==> config.mk <==
export PLATFORM = sky130hd
export DESIGN_NAME = mem_arbiter
export DESIGN_NICKNAME = d
export VERILOG_FILES = /design/src/rtl/mem_arbiter_pkg.sv /design/src/rtl/mem_arb_pick.sv /design/src/rtl/mem_arbiter.sv
export SDC_FILE = /design/constraint.sdc
export NUM_CORES = 1
export LEC_CHECK = 0
export CAP_MARGIN = 20
export CORE_AREA = 5 5 209 211
export CTS_CLUSTER_DIAMETER = 40
export DETAILED_ROUTE_END_ITERATION = 10
export DIE_AREA = 0 0 214 216
export HOLD_SLACK_MARGIN = 0.03
export PLACE_DENSITY = 0.63
export REMOVE_ABC_BUFFERS = 1
export SETUP_SLACK_MARGIN = 0.02
export SLEW_MARGIN = 20
export SYNTH_ARGS = -nofsm -noshare
export SYNTH_HDL_FRONTEND = slang
export SYNTH_SLANG_ARGS = --single-unit
==> constraint.sdc <==
create_clock -name clk -period 1.7 [get_ports clk]
set_input_delay 0.425 -clock clk [delete_from_list [all_inputs] [get_ports clk]]
set_output_delay 0.425 -clock clk [all_outputs]
set_load 0.02 [all_outputs]
==> src/rtl/mem_arbiter_pkg.sv <==
// Shared definitions for the two-client memory arbiter: memory op codes, FSM state
// encodings, client indices and the round-robin helper. Feature macro: MEM_ARB_RR_EN.
package mem_arbiter_pkg;

    typedef enum logic [1:0] {
        GET_CONTENTS = 2'd0,
        SET_CONTENTS = 2'd1,
        GET_FREE     = 2'd2
    } mem_func_e;

    localparam logic [1:0] ST_IDLE  = 2'd0;
    localparam logic [1:0] ST_ISSUE = 2'd1;
    localparam logic [1:0] ST_BUSY  = 2'd2;
    localparam logic [1:0] ST_DONE  = 2'd3;

    localparam logic CLIENT0 = 1'b0;
    localparam logic CLIENT1 = 1'b1;

    // Round-robin hands a contested grant to whichever client did not win last time.
    function automatic logic rr_choice(input logic last_grant);
        return ~last_grant;
    endfunction

endpackage

==> src/rtl/mem_arb_pick.sv <==
// Combinational two-way chooser. Defining MEM_ARB_RR_EN selects round-robin on a
// simultaneous request; otherwise client 0 has fixed priority.
module mem_arb_pick
    import mem_arbiter_pkg::*;
(
    input  logic req0,
    input  logic req1,
    input  logic last_grant,
    output logic valid,
    output logic pick
);

`ifndef MEM_ARB_RR_EN
    logic unused_last_grant;
    assign unused_last_grant = last_grant;
`endif

    always_comb begin
        valid = req0 | req1;
        pick  = CLIENT0;
        if (req0 && req1) begin
`ifdef MEM_ARB_RR_EN
            pick = rr_choice(last_grant);
`else
            pick = CLIENT0;
`endif
        end else if (req1) begin
            pick = CLIENT1;
        end
    end

endmodule

==> src/rtl/mem_arbiter.sv <==
// Two-client arbiter/sequencer in front of memory_unit: grants one request at a time,
// drives a single execute pulse, waits for the ready low/high cycle and acks the owner.
// Contested-grant policy is selected by MEM_ARB_RR_EN (see mem_arb_pick).
module mem_arbiter
    import mem_arbiter_pkg::*;
#(
    parameter int ADDR_W = 10,
    parameter int DATA_W = 64
)
(
    input  logic              clk,
    input  logic              rst,
    input  logic              power,
    input  logic              c0_req,
    input  logic [1:0]        c0_func,
    input  logic [ADDR_W-1:0] c0_addr1,
    input  logic [ADDR_W-1:0] c0_addr2,
    input  logic [DATA_W-1:0] c0_wdata,
    output logic              c0_ack,
    input  logic              c1_req,
    input  logic [1:0]        c1_func,
    input  logic [ADDR_W-1:0] c1_addr1,
    input  logic [ADDR_W-1:0] c1_addr2,
    input  logic [DATA_W-1:0] c1_wdata,
    output logic              c1_ack,
    output logic [DATA_W-1:0] rsp_data1,
    output logic [DATA_W-1:0] rsp_data2,
    output logic [ADDR_W-1:0] rsp_free_addr,
    output logic              busy,
    output logic [1:0]        m_func,
    output logic              m_execute,
    output logic [ADDR_W-1:0] m_address1,
    output logic [ADDR_W-1:0] m_address2,
    output logic [DATA_W-1:0] m_write_data,
    input  logic              m_is_ready,
    input  logic [DATA_W-1:0] m_read_data1,
    input  logic [DATA_W-1:0] m_read_data2,
    input  logic [ADDR_W-1:0] m_free_addr
);

    logic [1:0] state;
    logic       grant;
    logic       last_grant;
    logic       seen_low;
    logic       pick_valid;
    logic       pick;

    mem_arb_pick u_pick (
        .req0       (c0_req),
        .req1       (c1_req),
        .last_grant (last_grant),
        .valid      (pick_valid),
        .pick       (pick)
    );

    // Completion requires memory to be seen busy at least once after the execute
    // pulse, so a stale ready from before the op cannot end it early.
    always_ff @(posedge clk or negedge rst) begin
        if (!rst) begin
            state         <= ST_IDLE;
            grant         <= CLIENT0;
            last_grant    <= CLIENT1;
            seen_low      <= 1'b0;
            c0_ack        <= 1'b0;
            c1_ack        <= 1'b0;
            busy          <= 1'b0;
            rsp_data1     <= '0;
            rsp_data2     <= '0;
            rsp_free_addr <= '0;
            m_func        <= '0;
            m_execute     <= 1'b0;
            m_address1    <= '0;
            m_address2    <= '0;
            m_write_data  <= '0;
        end else if (power) begin
            c0_ack    <= 1'b0;
            c1_ack    <= 1'b0;
            m_execute <= 1'b0;
            case (state)
                ST_IDLE: begin
                    if (m_is_ready && pick_valid) begin
                        grant        <= pick;
                        busy         <= 1'b1;
                        m_func       <= (pick == CLIENT1) ? c1_func  : c0_func;
                        m_address1   <= (pick == CLIENT1) ? c1_addr1 : c0_addr1;
                        m_address2   <= (pick == CLIENT1) ? c1_addr2 : c0_addr2;
                        m_write_data <= (pick == CLIENT1) ? c1_wdata : c0_wdata;
                        m_execute    <= 1'b1;
                        state        <= ST_ISSUE;
                    end
                end
                ST_ISSUE: begin
                    seen_low <= 1'b0;
                    state    <= ST_BUSY;
                end
                ST_BUSY: begin
                    if (!m_is_ready) begin
                        seen_low <= 1'b1;
                    end else if (seen_low) begin
                        rsp_data1     <= m_read_data1;
                        rsp_data2     <= m_read_data2;
                        rsp_free_addr <= m_free_addr;
                        if (grant == CLIENT1) begin
                            c1_ack <= 1'b1;
                        end else begin
                            c0_ack <= 1'b1;
                        end
                        state <= ST_DONE;
                    end
                end
                ST_DONE: begin
                    busy       <= 1'b0;
                    last_grant <= grant;
                    state      <= ST_IDLE;
                end
                default: begin
                    state <= ST_IDLE;
                end
            endcase
        end
    end

endmodule

# Yosys cells after proc, flatten, opt, wreduce, memory -nomap -nowiden
# Cells that the tools add are included.
[word_totals]
reg_bits = 232
inputBits = 316
word_cells = 56
ramBits = 0
n_memories = 0
rom_bits = 0
latch_bits = 0
[op_classes]
div_mod_pow = 0
add_sub_neg = 0
shifts = 0
reduce_logical = 10
n_mul = 0
n_bitwise = 1
muxes = 24
order_cmp = 0
n_eq_ne = 7
[op_table]
columns = ["op", "count"]
rows = [
  ["two-way mux 64 bit", 1],
  ["two-way mux 10 bit", 2],
  ["two-way mux 1 bit", 14],
  ["AND reduction 3 bit", 3],
  ["two-way mux 2 bit", 4],
  ["!= test 2 bit, second input constant", 4],
  ["case mux 2 bit (4 select lines)", 1],
  ["AND reduction 4 bit", 2],
  ["equality test 2 bit, second input constant", 2],
  ["case mux 1 bit (2 select lines)", 2],
  ["nonzero test 2 bit", 2],
  ["equality test 2 x 1 -> 1 bit, second input constant", 1],
  ["logical AND 1 bit", 2],
  ["logical NOT 2 bit", 1],
  ["OR 1 bit", 1],
]

# Logic depth before layout (Yosys ltp)
[logic_depth]
word_depth = 4
ltp_mapped = 8

# By module
# A second synthesis with hierarchy kept.
[hier_totals]
hier_cells = 710
hier_area_um2 = 9968.3
[by_module_without_submodules]
columns = ["mod", "cells_per_inst", "n_inst", "area_each_um2", "seq_area_each_um2"]
rows = [
  ["mem_arbiter", 708, 1, 9955.8, 5831.8],
  ["mem_arb_pick", 2, 1, 12.5, 0.0],
]

# Least setup slack after synthesis
# OpenSTA, ideal clock, no wires.
[synth_path]
kind = "register to register"
from = "register state[0]"
to = "register rsp_data1[0]"
setup_time_ns = 0.128
arrival_ns = 1.493
path_stages_with_launch = 7
period_less_slack_ns = 1.620
path_slack_ns = 0.080
cell_sequence = "dfrtp_1 > inv_1 > ha_1 > nand4_2 > buf_4 > buf_2 > mux2_1"
[synth_between]
elab_chain_cells = 2
[synth_rtl]
columns = ["item", "line_no", "source"]
rows = [
  ["start, declared", "mem_arbiter.sv:41", "logic [1:0] state;"],
  ["start signal, assigned", "mem_arbiter.sv:60", "state <= ST_IDLE;"],
  ["start signal, assigned", "mem_arbiter.sv:89", "state <= ST_ISSUE;"],
  ["start signal, assigned", "mem_arbiter.sv:94", "state <= ST_BUSY;"],
  ["equality test 2 bit", "mem_arbiter.sv:79", "case (state)"],
  ["AND reduction 4 bit (no source line)", "-", ""],
  ["end signal, assigned", "mem_arbiter.sv:100", "rsp_data1 <= m_read_data1;"],
  ["end, declared", "mem_arbiter.sv:26", "output logic [DATA_W-1:0] rsp_data1,"],
]
# No other way between the ends.
# A chain may end at the register's enable or synchronous reset.

# Worst setup path after layout
[layout_path]
from = "register rsp_data1[36]"
to = "output rsp_data1[36]"
# No word-level cell between the ends.

==> summary.txt <==
Post-route setup TNS: 0 ps
Clk sinks: 232
Antenna violations before repair: 3
Post-synthesis sequential area ratio: 0.6134
Synth cell types: 22
Synth async-reset ratio: 1.000
Synth Area in XOR/XNOR: 0
Syn Area/Cell: 13.46 µm²
DR WL/cell: 19.08 µm
Post-synthesis register bit count: 232
R2R setup slack: 90 ps
Crit path cell chain: clkdlybuf4s15_1
Yosys warns: 0
DRC violations left: 0
Top Layer Used: met5
Final Non-Filler Cells: 1879
CORE AREA: 41570 µm²
Slew Viols, Final: 0
GR Overflow Total: 0
Clock Latency Late Sink: 540 ps
Status: finished, final reports clean
Crit path max-delay cell type: dfrtp_1
Routability cong.: 0.7699
CP max stage delay: 370 ps
Yosys top cell area share: 0.6134
TritonCTS clock tree: yes
Final Hold Viols: 0
Leakage: 8.021 nW
I/O Buffers: 543
Post-DR vias/cell: 4.170
EDFF count, synth: 0
WS Path Type: register to output port
Synth Area in Compound Gates: 0.05327
WP buf/inv: 1
Clock Pin Slew Worst Setup and Hold Paths: 50 ps
Met3 wire len: 3590 µm
Area Growth Syn to Fin: 83.42%
# setup viols final: 0
Worst Hold Class: input pin to async pin
R2R Path End: m_write_data[49]$_DFFE_PN0P_
Fill cells: 3966
Largest family of logic cells by synthesized area: multiplexers
Length of the first detailed-routing pass in iterations: 4
Largest area contributor in the netlist: dfrtp_1
Die Wd: 214 µm
Max Freq: 0.6124 GHz
CTS Root Buffer Type: clkbuf_16
Ports: 544
Gr usage total: 0.1487
Number of DRC markers in iteration 0: 292
Critical path startpoint category: register
Final min period: 1633 ps
Layout Skew: 16.44 ps
Worst path required time: 1270 ps
Critical Path End Type: output port
Simple-gate area share of the yosys netlist: 0.03833
Peak VDD IR: 641.9 µV
Post-Synth Adder-Cell Area: 0.006609
First-pass GRT wire length: 53180 µm
R2R Path Start: state[1]$_DFFE_PN0P_
Mux contribution to synthesized area: 0.2579
Vias in the first global route: 8685
Top cells by area, synth: dfrtp_1, mux2_1, mux2i_1
DRT met1 WL: 13570 µm
Final #Nets: 1629
Commonest non-fill, non-tap cell in the layout: clkdlybuf4s50_1
Worst-path maximum fanout: 2
Finished Cell Area: 17360 µm²
Period utilization: 0.9606
Largest net degree at the start of global routing: 52
Routed via count: 7836
R2R cell count: 7
Chip Height: 216 µm
Most used DFF post-synth: dfrtp_1
Critical path arrival: 1210 ps
Critical path's top delay family: flip-flops
Cells after DPL: 1798
ANT nets after route: 0
Post-Route WL: 35850 µm
H-tree depth: 2
Total CTS buffers: 42
Most frequent cells in the layout: clkdlybuf4s50_1, dfrtp_1, clkdlybuf4s15_2
Max Root-Sink Buffers: 3
Layout cells sized above 1: 0.2838
Synth Cell Area: 9465 µm²
Worst slew pin tran: 485.6 ps
Die Area: 46220 µm²
MaxCap Viol Count: 0
Slew HR: 0.6763
RSZ-0062 raised after global routing: yes
DP HPWL: 28380 µm
DP Area: 15960 µm²
Core Util, Final: 0.4176
Std-Cell Rows: 75
Power Density: 1500 nW/µm²
Initial core utilization: 0.2277
DR WL met2: 17280 µm
Syn Inst Count: 703
## cells in the mapped netlist (4+ instances only)
| library cell | instances |
|---|---|
| dfrtp_1 | 232 |
| mux2_1 | 99 |
| nand2_1 | 88 |
| o21ai_0 | 87 |
| mux2i_1 | 86 |
| mux2_2 | 40 |
| buf_2 | 21 |
| buf_4 | 10 |
| clkbuf_1 | 8 |
| inv_1 | 6 |
| buf_6 | 5 |
| ha_1 | 5 |
| a21oi_1 | 4 |
## kinds of logic after synthesis
| logic type | count (synthesis) |
|---|---|
| mux | 226 |
| fa+ha+maj | 5 |
| buf+inv | 50 |
| simple gates | 93 |
| compound gates | 97 |
| flops | 232 |
## power breakdown
group	switching (mW)	total [mW]	internal, mW	leakage (nW)
combinational	4.89	8.96	4.07	4.27
clock	2.99	8.56	5.57	0.707
sequential	1.11	8.52	7.41	3.04
## worst max path at each step
| stage | from | end | slack, ps | depth (start not counted) |
|---|---|---|---|---|
| after floorplan | c0_req | m_address1[0]$_DFFE_PN0P_ | -5150 | 3 |
| after global placement | c0_req | m_write_data[16]$_DFFE_PN0P_ | -350 | 6 |
| after detailed placement | m_is_ready | state[1]$_DFFE_PN0P_ | -360 | 4 |
| after CTS | rsp_free_addr[1]$_DFFE_PN0P_ | rsp_free_addr[1] | 7 | 1 |
| after global routing | state[1]$_DFFE_PN0P_ | state[1]$_DFFE_PN0P_ | -10 | 4 |
| final | rsp_data1[36]$_DFFE_PN0P_ | rsp_data1[36] | 70 | 1 |
## state kept, by name (all words and copies together) (netlist names)
name and cells:
busy 1, c0_ack 1, c1_ack 1, grant 1, m_address1 10, m_address2 10
m_execute 1, m_func 2, m_write_data 64, rsp_data1 64, rsp_data2 64, rsp_free_addr 10
seen_low 1, state 2
## routing by layer
layer	global-route usage	up-vias
li1	-	3675
met1	0.1633	3691
met2	0.2510	390
met3	0.07091	76
met4	0.05690	4
met5	0	-
## cell type report
cell class | count | area, µm² | area share
Tap cell | 539 | 674.4 | 0.03884
Sequential cell | 232 | 5806 | 0.3344
Clock inverter | 24 | 281.5 | 0.01622
Antenna cell | 1 | 2.502 | 0.0001441
Multi-Input combinational cell | 421 | 3420 | 0.1970
Inverter | 6 | 22.52 | 0.001297
Clock buffer | 51 | 1169 | 0.06731
Timing Repair Buffer | 605 | 5987 | 0.3448
## per-stage QoR
stage                     power, mW  hold slack [ps]  setup slack (ps)
after global routing          27.50            451.2            -14.76
after floorplan               12.55            129.4             -5153
final                         26.04            417.5             67.00
after CTS                     26.61            404.1             6.506
after detailed placement      18.57            410.6            -359.7
after global placement        18.42            403.6            -350.9
## worst reg2reg max path: stages (launching register included)
cell	delay, ps
dfrtp_1	420
inv_2	110
ha_4	160
o2111ai_4	230
clkbuf_16	250
buf_4	170
nand2_1	70
o21ai_0	80
## timing repair
action	4_1_cts	5_1_grt
hold buffers	1	0
pin swaps	0	2
setup endpoints to repair	223	163
hold endpoints to repair	39	0
buffers inserted	0	2
gates resized for setup	629	69
gates cloned	0	2
(Power assumes the default switching activity.)
